==> src/rtl/pt2262_pkg.sv <==
// Shared types and constants for the PT2262 transmit scheduler.
package pt2262_pkg;

  typedef enum logic [1:0] {
    ST_IDLE = 2'd0,
    ST_SEND = 2'd1,
    ST_DONE = 2'd2
  } state_t;

  localparam int DEF_N_REQ        = 4;
  localparam int DEF_FRAME_REPEAT = 4;
  localparam int A_W              = 8;
  localparam int D_W              = 4;

  // Counter/index width that never collapses to zero bits.
  function automatic int clog2_min1(input int v);
    return (v > 2) ? $clog2(v) : 1;
  endfunction

endpackage

==> src/rtl/pt2262_rr_arbiter.sv <==
// Combinational round-robin search: first asserted req at or after ptr wins.
module pt2262_rr_arbiter
  import pt2262_pkg::*;
#(
  parameter int N_REQ = DEF_N_REQ,
  parameter int PTR_W = clog2_min1(N_REQ)
) (
  input  logic [N_REQ-1:0] req,
  input  logic [PTR_W-1:0] ptr,
  output logic [N_REQ-1:0] winner,
  output logic             valid
);

  always_comb begin : p_search
    int idx;
    logic [PTR_W-1:0] idx_s;
    idx    = 0;
    idx_s  = '0;
    winner = '0;
    valid  = 1'b0;
    for (int i = 0; i < N_REQ; i++) begin
      idx   = (int'(ptr) + i) % N_REQ;
      idx_s = PTR_W'(idx);
      if (!valid && req[idx_s]) begin
        winner[idx_s] = 1'b1;
        valid         = 1'b1;
      end
    end
  end

endmodule

==> src/rtl/pt2262_tx_scheduler.sv <==
// Round-robin scheduler sharing one PT2262 encoder among N_REQ requesters.
// Optional sync watchdog is compiled in with PT2262_SCHED_TIMEOUT_EN.
module pt2262_tx_scheduler
  import pt2262_pkg::*;
#(
  parameter int N_REQ          = DEF_N_REQ,
  parameter int FRAME_REPEAT   = DEF_FRAME_REPEAT,
  parameter int TIMEOUT_CYCLES = 2000000
) (
  input  logic                   clk,
  input  logic                   reset,
  input  logic [N_REQ-1:0]       req,
  input  logic [A_W*N_REQ-1:0]   a_in,
  input  logic [D_W*N_REQ-1:0]   d_in,
  input  logic                   sync,
  output logic [A_W-1:0]         enc_a,
  output logic [D_W-1:0]         enc_d,
  output logic                   enc_en,
  output logic [N_REQ-1:0]       gnt,
  output logic [N_REQ-1:0]       done,
  output logic                   busy,
  output logic                   err,
  output state_t                 fsm_state
);

  localparam int PTR_W = clog2_min1(N_REQ);
  localparam int FC_W  = clog2_min1(FRAME_REPEAT + 1);

  state_t             state, state_next;
  logic               sync_q;
  logic [FC_W-1:0]    frame_cnt;
  logic [PTR_W-1:0]   ptr, win_idx, arb_idx;
  logic [N_REQ-1:0]   arb_onehot;
  logic               arb_valid;
  logic [A_W-1:0]     a_sel;
  logic [D_W-1:0]     d_sel;
  logic               sync_edge, last_frame, grant_now, finish_ok, timeout, wd_expired;
  logic [N_REQ-1:0]   gnt_next, done_next;
  logic               enc_en_next, busy_next, err_next;

  pt2262_rr_arbiter #(.N_REQ(N_REQ), .PTR_W(PTR_W)) u_arb (
    .req    (req),
    .ptr    (ptr),
    .winner (arb_onehot),
    .valid  (arb_valid)
  );

  assign sync_edge  = sync & ~sync_q;
  assign last_frame = (frame_cnt == FC_W'(FRAME_REPEAT - 1));
  assign grant_now  = (state == ST_IDLE) && arb_valid;
  assign finish_ok  = (state == ST_SEND) && sync_edge && last_frame;
  assign timeout    = (state == ST_SEND) && wd_expired && !finish_ok;
  assign fsm_state  = state;

  always_comb begin
    arb_idx = '0;
    a_sel   = '0;
    d_sel   = '0;
    for (int i = 0; i < N_REQ; i++) begin
      if (arb_onehot[i]) begin
        arb_idx = PTR_W'(i);
        a_sel   = a_in[i*A_W +: A_W];
        d_sel   = d_in[i*D_W +: D_W];
      end
    end
  end

`ifdef PT2262_SCHED_TIMEOUT_EN
  localparam int WD_W = clog2_min1(TIMEOUT_CYCLES + 1);
  logic [WD_W-1:0] wd_cnt;

  always_ff @(posedge clk) begin
    if (reset || grant_now || sync_edge) wd_cnt <= '0;
    else if (state == ST_SEND)           wd_cnt <= wd_cnt + 1'b1;
  end

  assign wd_expired = (wd_cnt == WD_W'(TIMEOUT_CYCLES - 1)) && !sync_edge;
`else
  logic unused_timeout;
  assign unused_timeout = ^TIMEOUT_CYCLES;
  assign wd_expired     = 1'b0;
`endif

  always_ff @(posedge clk) begin
    if (reset) begin
      state     <= ST_IDLE;
      sync_q    <= 1'b0;
      frame_cnt <= '0;
      ptr       <= '0;
      win_idx   <= '0;
      enc_a     <= '0;
      enc_d     <= '0;
      enc_en    <= 1'b0;
      gnt       <= '0;
      done      <= '0;
      busy      <= 1'b0;
      err       <= 1'b0;
    end else begin
      state  <= state_next;
      sync_q <= sync;
      enc_en <= enc_en_next;
      gnt    <= gnt_next;
      done   <= done_next;
      busy   <= busy_next;
      err    <= err_next;
      if (grant_now) begin
        win_idx <= arb_idx;
        enc_a   <= a_sel;
        enc_d   <= d_sel;
      end
      if (state == ST_DONE) begin
        frame_cnt <= '0;
        ptr       <= (win_idx == PTR_W'(N_REQ - 1)) ? '0 : win_idx + 1'b1;
      end else if ((state == ST_SEND) && sync_edge) begin
        frame_cnt <= frame_cnt + 1'b1;
      end
    end
  end

  always_comb begin
    state_next = state;
    case (state)
      ST_IDLE: if (arb_valid) state_next = ST_SEND;
      ST_SEND: if (finish_ok || timeout) state_next = ST_DONE;
      ST_DONE: state_next = ST_IDLE;
      default: state_next = ST_IDLE;
    endcase
  end

  // Grant and enable hold through SEND and drop together on the way to DONE.
  always_comb begin
    gnt_next    = gnt;
    enc_en_next = enc_en;
    if (grant_now) begin
      gnt_next    = arb_onehot;
      enc_en_next = 1'b1;
    end else if (state_next != ST_SEND) begin
      gnt_next    = '0;
      enc_en_next = 1'b0;
    end
    done_next = finish_ok ? gnt : '0;
    busy_next = (state_next != ST_IDLE);
    err_next  = timeout;
  end

endmodule

==> config.mk <==
export PLATFORM = sky130hd
export DESIGN_NAME = pt2262_tx_scheduler
export DESIGN_NICKNAME = d
export VERILOG_FILES = /design/src/rtl/pt2262_pkg.sv /design/src/rtl/pt2262_rr_arbiter.sv /design/src/rtl/pt2262_tx_scheduler.sv
export SDC_FILE = /design/constraint.sdc
export NUM_CORES = 1
export LEC_CHECK = 0
export ABC_AREA = 1
export BUFFER_PORTS_ARGS = -buffer_cell sky130_fd_sc_hd__buf_4
export CAP_MARGIN = 20
export CORE_ASPECT_RATIO = 1.75
export CORE_MARGIN = 2
export CORE_UTILIZATION = 45
export CTS_CLUSTER_SIZE = 10
export DETAILED_ROUTE_END_ITERATION = 7
export HOLD_SLACK_MARGIN = 0.1
export PLACE_DENSITY = 0.77
export SLEW_MARGIN = 0
export SYNTH_ARGS = -nofsm -noshare
export SYNTH_HDL_FRONTEND = slang
export SYNTH_SLANG_ARGS = --single-unit
==> constraint.sdc <==
create_clock -name clk -period 2.25 [get_ports clk]
set_input_delay 0.45 -clock clk [delete_from_list [all_inputs] [get_ports clk]]
set_output_delay 0.45 -clock clk [all_outputs]
set_load 0.01 [all_outputs]
==> impl_results.md, run 1 <==
- CP Capture Type: register
- Vias: between 2k and 2.5k
- Clock tree buffer depth: 2
- CP delay by family, top: simple AND/OR/NAND/NOR gates
- Pwr/cell area: 482.6 mW/mm²
- Worst vdd ir: about 0.62 mV
- Fillers: 437
- CTS tree: yes
- DR pass1 iterations: 4
- Die Width: 55.96 µm
- Final instance area: about 0.0030 mm²
- Gate Count Post-Synth: about 320
- CTS root buf: clkbuf_8
- Multi-input gate area: between 0.001 and 0.0015 mm²
- Rows: 33
- Iter 0 DRT Violations: around 110
- Overflow after GRT: 0
- DRC: 0
- Syn nets: a little under 400
- Initial Util: 0.4597
- Initial antenna violation count: 0
- Placer Congestion: between 0.9 and 1
- Switching Share: 0.2887
- Overall power: ~1400 µW
- CTS Buf Count: 5
- Clk_lat worst skew: around 280 ps
- Crit path time final: between 2000 and 2500 ps
- Worst path bufs/invs: 3
- Seq pwr share: 0.434
- Crit path arrival time: about 2400 ps
- Register area: ~640 µm²
- Max-Cap Viols: 0
- Die Ht: between 90 and 100 µm
- CP cell instances: inv_2 -> buf_4 -> nand2_1 -> nand3_2 -> nand2_4 -> buf_4 -> nand3_1 -> o21ai_0 -> nor2_2 -> nand3_4 -> nor2_1 -> nand2_1 -> a21oi_1
- Cts hold-fix bufs: 0
- Setup violations, final: 0
- Fmax: around 460 MHz
- Fraction of layout cells with a size suffix above 1: 0.3325
- Largest net degree at the start of global routing: 24
- Synth unique cells: 27
- Avg Inst Size Synth: between 6 and 7 µm²
- HP Class: input port to register
- Max Fanout on Critical Path: 12
- Seq/Total Area, Yosys: 0.3014
- CP required: 2460 ps
- Synth Register Bits: 32
- Synth warn: 0
- WL final: 6140 µm
- Post-route setup TNS: 0 ps
- CP Launch Type: register
- Internal power: just over 1000 µW
- Sink Count: 32
- Clock transition at path regs: about 70 ps
- Leakage power: around 0.0015 µW
- Synth Flop Type: dfxtp_1
- Status: finished clean
- Max Slew Vio Count: 0
- Comb pwr share: 0.250
- Area Growth Syn to Fin: 39.32%
- GRT Resource Usage Total: 0.2166
- Sw Pwr: just over 400 µW
- Die area: 0.005311 mm²
- Post-synth EDFFs: 0
- Fin. Hold Viols: 0
- Critical path's slowest cell: dfxtp_1
- Via density: between 5 and 6
- Clk_skew: between 6 and 7 ps
- Htree depth: 2
- Critical setup path kind: register to register
- Power share of the clock group: 0.316
- First-pass GRT wire length: 9121 µm
- Nets: between 400 and 500
- Slowest stage delay, CP: around 320 ps
- Final worst path period share: 0.9583
- Synthesized area: between 0.002 and 0.0025 mm²
- Async set or reset register ratio after synthesis: 0
- Top-level port count: 80
- N_diodes: 0
- Dpl hpwl: roughly 4500 µm
- Core Footprint: 0.004624 mm²
- Port-buffer cells: 78
- Antenna-violating nets left: 0
- DP Area: between 0.002 and 0.003 mm²
- Vias in the first global route: around 2.1k
- WL/cell: 13.23 µm
## power by group through the flow
| stage | Combinational (µW) | Sequential (µW) | Clock (µW) |
|---|---|---|---|
| after CTS | 342 | 620 | 458 |
| after detailed placement | 336 | 631 | 0 |
| after global placement | 331 | 631 | 0 |
| after global routing | 391 | 622 | 480 |
| after floorplan | 187 | 639 | 0 |
| final | 357 | 620 | 452 |
## worst paths after layout
path | start | endpoint | cells past startpoint | slack [ps]
setup reg to reg | ptr[0] | enc_a[6] | 13 | 90
hold reg to reg | gnt[3] | done[3] | 2 | 440
hold / removal | sync | sync_q | 3 | 390
setup / recovery | ptr[0] | enc_a[6] | 13 | 90
## cell usage in the layout (no fill, tap or decap)
cell type,n
o21ai_2,1
a21oi_2,8
buf_4,94
conb_1,1
ha_4,1
clkbuf_1,2
ha_1,9
nand2_1,86
nor2_2,4
inv_6,1
a22o_1,1
nor3_2,1
a31oi_1,1
nand2_4,6
nor3_1,3
nand3_4,2
clkbuf_8,6
o21ai_0,5
dfxtp_1,31
nor2_4,2
a21oi_1,35
inv_2,2
o21a_1,1
nor2_1,30
nand3_2,5
inv_1,35
nor2_8,1
dfxtp_2,1
nand2_2,2
nand3_1,35
## synth_stat cells (2+ instances only)
| cell | count | area (µm²) |
|---|---|---|
| buf_6 | 5 | 56.30 |
| nor2_1 | 32 | 120.1 |
| nand2_2 | 4 | 25.02 |
| inv_2 | 3 | 11.26 |
| dfxtp_1 | 32 | 640.6 |
| a21oi_2 | 7 | 61.31 |
| nor2_2 | 2 | 12.51 |
| nand2_4 | 2 | 22.52 |
| nand2_1 | 87 | 326.6 |
| nand3_1 | 36 | 180.2 |
| o21ai_0 | 5 | 25.02 |
| ha_1 | 10 | 125.1 |
| nor3_1 | 4 | 20.02 |
| buf_4 | 5 | 37.54 |
| nand3_2 | 5 | 50.05 |
| clkbuf_1 | 3 | 11.26 |
| a21oi_1 | 36 | 180.2 |
| inv_1 | 35 | 131.4 |
## state kept, by name, indices dropped and copies added (netlist names)
register,flops
frame_cnt,3
fsm_state,2
done,4
enc_a,8
win_idx,2
sync_q,1
busy,1
enc_en,1
gnt,4
enc_d,4
ptr,2
## logic make-up (layout without fill, tap and decap cells)
family,Yosys count,count (layout),share of synthesized area
other,1,1,0.001764
adder cells (fa/ha/maj),10,10,0.05886
buffers and inverters,52,140,0.1189
AND/OR/NAND/NOR,175,177,0.3790
AO/OA/AOI/OAI,52,52,0.1401
flip-flops,32,32,0.3014
## routing by layer
layer	track usage	routed length, µm	up-vias
li1	-	-	1205
met1	0.2306	2299	1088
met2	0.4087	3353	78
met3	0.02466	229	22
met4	0.1190	257	0
met5	0	0	-
## metrics by stage
step / instances / utilization / setup slack, ps / hold WS, ps
floorplan: 322 / - / 82.99 / 442.6
global placement: 449 / 0.5944 / -84.35 / 438.0
detailed placement: 449 / 0.5944 / -214.1 / 442.1
CTS: 457 / 0.6182 / 2.335 / 385.2
global route: 464 / 0.6404 / -45.49 / 427.1
finish: 464 / 0.6404 / 93.88 / 386.1
## worst reg2reg max path, cell delays in order (launching register included)
cell and delay, ps:
dfxtp_1 320, inv_2 80, buf_4 150, nand2_1 90, nand3_2 120, nand2_4 90, buf_4 160, nand3_1 70
o21ai_0 140, nor2_2 310, nand3_4 210, nor2_1 140, nand2_1 100, a21oi_1 140
## final cells by class
type,instances,area share
Inverter,38,0.04985
Multi-Input combinational cell,240,0.4428
Clock buffer,8,0.03042
Tap cell,52,0.02197
Timing Repair Buffer,94,0.2383
Sequential cell,32,0.2167
## repair_timing
action / 4_1_cts / 5_1_grt
pin swaps: 0 / 5
cloned: 0 / 2
resized for setup: 5 / 11
setup endpoints to repair: 14 / 14
buffers inserted: 0 / 5
Power figures use the tool's default switching activity.
==> run 2, diff against run 1 <==
--- a/config.mk
+++ b/config.mk
@@ -10,11 +10,11 @@
 export CAP_MARGIN = 20
 export CORE_ASPECT_RATIO = 1.75
 export CORE_MARGIN = 2
-export CORE_UTILIZATION = 45
+export CORE_UTILIZATION = 49
 export CTS_CLUSTER_SIZE = 10
 export DETAILED_ROUTE_END_ITERATION = 7
 export HOLD_SLACK_MARGIN = 0.1
-export PLACE_DENSITY = 0.77
+export PLACE_DENSITY = 0.9
 export SLEW_MARGIN = 0
 export SYNTH_ARGS = -nofsm -noshare
 export SYNTH_HDL_FRONTEND = slang
==> constraint.sdc (replaced) <==
create_clock -name clk -period 2.2 [get_ports clk]
set_input_delay 0.44 -clock clk [delete_from_list [all_inputs] [get_ports clk]]
set_output_delay 0.44 -clock clk [all_outputs]
set_load 0.01 [all_outputs]
==> impl_results.md, run 2 (synthesis gave the netlist of run 1 again) <==
- Dpl hpwl: about 4500 µm
- Antenna-violating nets left: 0
- First-pass GRT wire length: ~9500 µm
- Initial Util: 0.5122
- Max Slew Vio Count: 0
- Final worst path period share: 0.9434
- Clock transition at path regs: 70 ps
- Rows: 31
- Placer Congestion: a little under 0.9
- DRC: 0
- Status: finished clean
- Clock tree buffer depth: 2
- Area Growth Syn to Fin: 36.55%
- CP Launch Type: register
- Vias in the first global route: 2250
- Top-level port count: 80
- CTS tree: yes
- WL/cell: between 10 and 15 µm
- Commonest non-fill, non-tap cells in the layout: buf_4 (89), nand2_1 (85), nand3_1 (36), inv_1 (35), a21oi_1 (33)
- Fraction of layout cells with a size suffix above 1: 0.3292
- HP Class: input port to register
- Largest net degree at the start of global routing: 24
- Via density: just over 5
- Iter 0 DRT Violations: between 60 and 70
- Commonest non-fill, non-tap cell in the layout: buf_4
- CTS root buf: clkbuf_8
- Post-route setup TNS: 0 ps
- RSZ-0062 raised after global routing: true
- Setup violations, final: 0
- Die Width: approximately 54 µm
- WL final: between 5000 and 6000 µm
- Max reg flops: 8
- Worst vdd ir: about 0.43 mV
- Reg with most FFs: enc_a
- Nets: 471
- Core Footprint: 0.004150 mm²
- Crit path arrival time: between 2000 and 2500 ps
- Sink Count: 32
- Clk_lat worst skew: ~280 ps
- Fmax: 481.8 MHz
- Critical setup path kind: register to register
- Clk_skew: around 6.3 ps
- Pwr/cell area: about 500 mW/mm²
- Max Fanout on Critical Path: 13
- Overall power: 1433 µW
- Die area: between 0.004 and 0.005 mm²
- N_diodes: 0
- GRT Resource Usage Total: 0.2528
- CP Capture Type: register
- CP required: approximately 2400 ps
- CTS Buf Count: 5
- Leakage power: 0.001458 µW
- Crit path time final: 2076 ps
- Vias: 2348
- Max-Cap Viols: 0
- Port-buffer cells: 78
- Die Ht: 91.14 µm
- Fin. Hold Viols: 0
- Initial antenna violation count: 0
- Htree depth: 2
- DR pass1 iterations: 4
- Overflow after GRT: 0
run 2: changes by cell type in the layout (fill, tap and decap cells not counted), sizes merged:
cell | before | now
clkbuf | 8 | 5
buf | 94 | 90
clkinv | 0 | 3
nand2 | 94 | 93
run 2: stage by stage:
stage | setup slack (ps) | area [µm²] | hold WS, ps | util | std cells
6_report | 124.5 | 2903 | 393.5 | 0.6994 | 456
5_1_grt | -4.729 | 2903 | 397.5 | 0.6994 | 456
3_3_place_gp | -194.8 | 2745 | 436.7 | 0.6614 | 446
3_5_place_dp | -275.1 | 2745 | 437.4 | 0.6614 | 446
2_1_floorplan | 32.99 | 2126 | 442.6 | - | 322
4_1_cts | 25.99 | 2864 | 407.7 | 0.6901 | 456
run 2: repair_timing:
item                                    in CTS  in global routing
hold buffers                                 0                  0
gates cloned                                 1                  0
endpoints found under the setup margin      18                 16
pin swaps                                    2                  1
setup buffers                                1                  0
gates resized for setup                      4                  9
run 2: area by class of cell:
cell class                      instances  area (µm²)
Clock buffer                            5       68.82
Clock inverter                          3       18.77
Fill cell                             335        1247
Inverter                               38       145.1
Multi-Input combinational cell        239        1285
Sequential cell                        32       640.6
Tap cell                               49       61.31
Timing Repair Buffer                   90       683.2
run 2: worst max-delay path: stages, from the launching register on:
cell and delay, ps:
dfxtp_1 330, inv_1 70, ha_4 280, inv_1 60, nand3_1 90, nand2_2 80, buf_4 140, nand3_2 120
nor2_1 60, nor2_2 180, nand2_2 190, nand2_1 180, o21a_1 130, a21oi_1 50
run 2: final timing paths:
path,from,to,slack (ps),cells past startpoint
max,ptr[1],win_idx[0],120,13
min reg2reg,gnt[0],done[0],450,2
min,sync,sync_q,390,3
max reg2reg,ptr[1],win_idx[0],120,13
run 2: metal layers:
| layer | vias to the layer above | part of all wire | routed length [µm] | global-route usage |
|---|---|---|---|---|
| met1 | 1049 | 0.35 | 2016 | 0.2533 |
| li1 | 1195 | - | - | - |
| met5 | - | 0 | 0 | 0 |
| met3 | 15 | 0.050 | 293 | 0.03618 |
| met4 | 0 | 0.028 | 166 | 0.1090 |
| met2 | 89 | 0.58 | 3362 | 0.4746 |
run 2: power breakdown:
group / internal [µW] / switching, µW
registers: 613 / 21.8
clock network: 220 / 222
logic: 168 / 188
==> run 3, diff against run 2 <==
--- a/config.mk
+++ b/config.mk
@@ -6,15 +6,15 @@
 export NUM_CORES = 1
 export LEC_CHECK = 0
 export ABC_AREA = 1
-export BUFFER_PORTS_ARGS = -buffer_cell sky130_fd_sc_hd__buf_4
 export CAP_MARGIN = 20
 export CORE_ASPECT_RATIO = 1.75
 export CORE_MARGIN = 2
-export CORE_UTILIZATION = 49
+export CORE_UTILIZATION = 53
 export CTS_CLUSTER_SIZE = 10
 export DETAILED_ROUTE_END_ITERATION = 7
+export DONT_BUFFER_PORTS = 1
 export HOLD_SLACK_MARGIN = 0.1
-export PLACE_DENSITY = 0.9
+export PLACE_DENSITY = 0.78
 export SLEW_MARGIN = 0
 export SYNTH_ARGS = -nofsm -noshare
 export SYNTH_HDL_FRONTEND = slang
==> constraint.sdc (replaced) <==
create_clock -name clk -period 2.7 [get_ports clk]
set_input_delay 0.54 -clock clk [delete_from_list [all_inputs] [get_ports clk]]
set_output_delay 0.54 -clock clk [all_outputs]
set_load 0.01 [all_outputs]
==> impl_results.md, run 3 (synthesis gave the netlist of run 1 again) <==
- Post-route setup TNS: 0 ps
- Overflow after GRT: 0
- Commonest non-fill, non-tap cells in the layout: nand2_1 (87), nand3_1 (36), a21oi_1 (36), inv_1 (35)
- Critical setup path kind: register to register
- Via density: about 5.4
- Met3 wire len: ~250 µm
- Clk_lat worst skew: 290 ps
- CP Capture Type: register
- DRC: 0
- Vias in the first global route: approximately 1.9k
- WL/cell: 14.20 µm
- Die area: 0.004554 mm²
- Worst-Margin Slew: between 400 and 500 ps
- Leakage power: 0.001034 µW
- Power share of the clock group: 0.404
- Max Fanout on Critical Path: 14
- Met1 WL: about 2000 µm
- # resized after CTS: 0
- Initial Util: 0.5498
- CTS root buf: clkbuf_8
- Reg with most FFs: enc_a
- Highest routed layer: met4
- Sw Pwr: 334.6 µW
- Clock tree buffer depth: 2
- HP Class: input port to register
- Crit path time final: approximately 2300 ps
- Initial antenna violation count: 0
- Cts hold-fix bufs: 0
- Met2 Wirelength: 2919 µm
- CTS Buf Count: 5
- Final worst slack: ~400 ps
- Post-CTS Setup Bufs: 0
- Max reg flops: 8
- CP Launch Type: register
- Fin. Hold Viols: 0
- Fin util: 0.5754
- CP required: roughly 2900 ps
- Htree depth: 2
- DP Area: around 0.0021 mm²
- Final worst path period share: 0.8522
- Crit path arrival time: 2520 ps
- GRT Resource Usage Total: 0.2440
- Overall power: roughly 1200 µW
- Comb pwr share: 0.142
- Nets: slightly below 400
- Core Footprint: around 0.0039 mm²
- Commonest non-fill, non-tap cell in the layout: nand2_1
- Area Growth Syn to Fin: 4.650%
- Worst vdd ir: approximately 0.37 mV
- Vias: around 2.0k
- DR pass1 iterations: 4
- Status: finished clean
- Pwr/cell area: approximately 520 mW/mm²
- Max-Cap Viols: 0
- Seq pwr share: 0.454
- First-pass GRT wire length: approximately 8500 µm
- Setup violations, final: 0
- Antenna-violating nets left: 0
- Dpl hpwl: between 3000 and 4000 µm
- Clock transition at path regs: roughly 70 ps
- Top-level port count: 80
- RSZ-0062 raised after global routing: false
- Switching Share: 0.2875
- Post-placement setup slack: 415.1 ps
- CTS tree: yes
- Iter 0 DRT Violations: 36
- N_diodes: 0
- Die Width: roughly 52 µm
- Port-buffer cells: 0
- Placer Congestion: about 0.86
- Internal power: 829.1 µW
- Fmax: roughly 430 MHz
- Max Slew Vio Count: 0
- Rows: 30
- Sink Count: 32
- Largest net degree at the start of global routing: 24
- Final instance area: 0.002225 mm²
- Die Ht: 87.78 µm
- Slew headroom: 0.6679
- Clk_skew: about 3.3 ps
- Fraction of layout cells with a size suffix above 1: 0.1246
- WL final: 5239 µm
-- run 3: cell types whose count changed in the layout (fill, tap and decap cells not counted), sizes merged --
cell      delta
buf         -85
bufinv       +1
clkinv       -2
clkinvlp     +1
nor2         -1
-- run 3: worst paths after layout --
path | slack (ps) | startpoint | cells past startpoint | to
min reg2reg | 470 | frame_cnt[0] | 2 | frame_cnt[0]
max | 400 | ptr[0] | 13 | enc_a[7]
max reg2reg | 400 | ptr[0] | 13 | enc_a[7]
min | 310 | reset | 1 | enc_a[2]
-- run 3: metrics by stage --
step                      std cells  hold slack (ps)
after CTS                       369            300.0
after global routing            369            295.6
after global placement          361            461.7
after detailed placement        361            459.8
after floorplan                 322            442.6
final                           369            306.3
-- run 3: layer usage --
layer,GRT usage,vias up
li1,-,1018
met1,0.2529,891
met2,0.4430,62
met3,0.05290,9
met4,0.1268,0
met5,0,-
-- run 3: power by group through the flow --
stage | clock [µW] | sequential [µW] | combinational, µW
after floorplan | 0 | 533 | 156
after global placement | 0 | 539 | 159
after detailed placement | 0 | 539 | 164
after CTS | 473 | 529 | 165
after global routing | 495 | 531 | 189
final | 471 | 528 | 165
-- run 3: layout make-up --
class	instances	area, µm²
clock buffer	5	68.82
clock inverter	3	42.54
fill	396	1642
inverter	38	142.6
multi-input combinational	238	1232
sequential	32	640.6
tap	48	60.06
timing repair buffer	5	37.54
-- run 3: worst max-delay path: stages, from the launching register on --
cell and delay [ps]:
dfxtp_1 350, inv_2 80, ha_1 340, inv_1 110, nand3_1 80, nand2_1 130, nand2_4 90, nor2_8 110
nand3_2 250, nand2_2 360, a21oi_1 70, nand2_1 70, nand2_1 50, a21oi_1 140
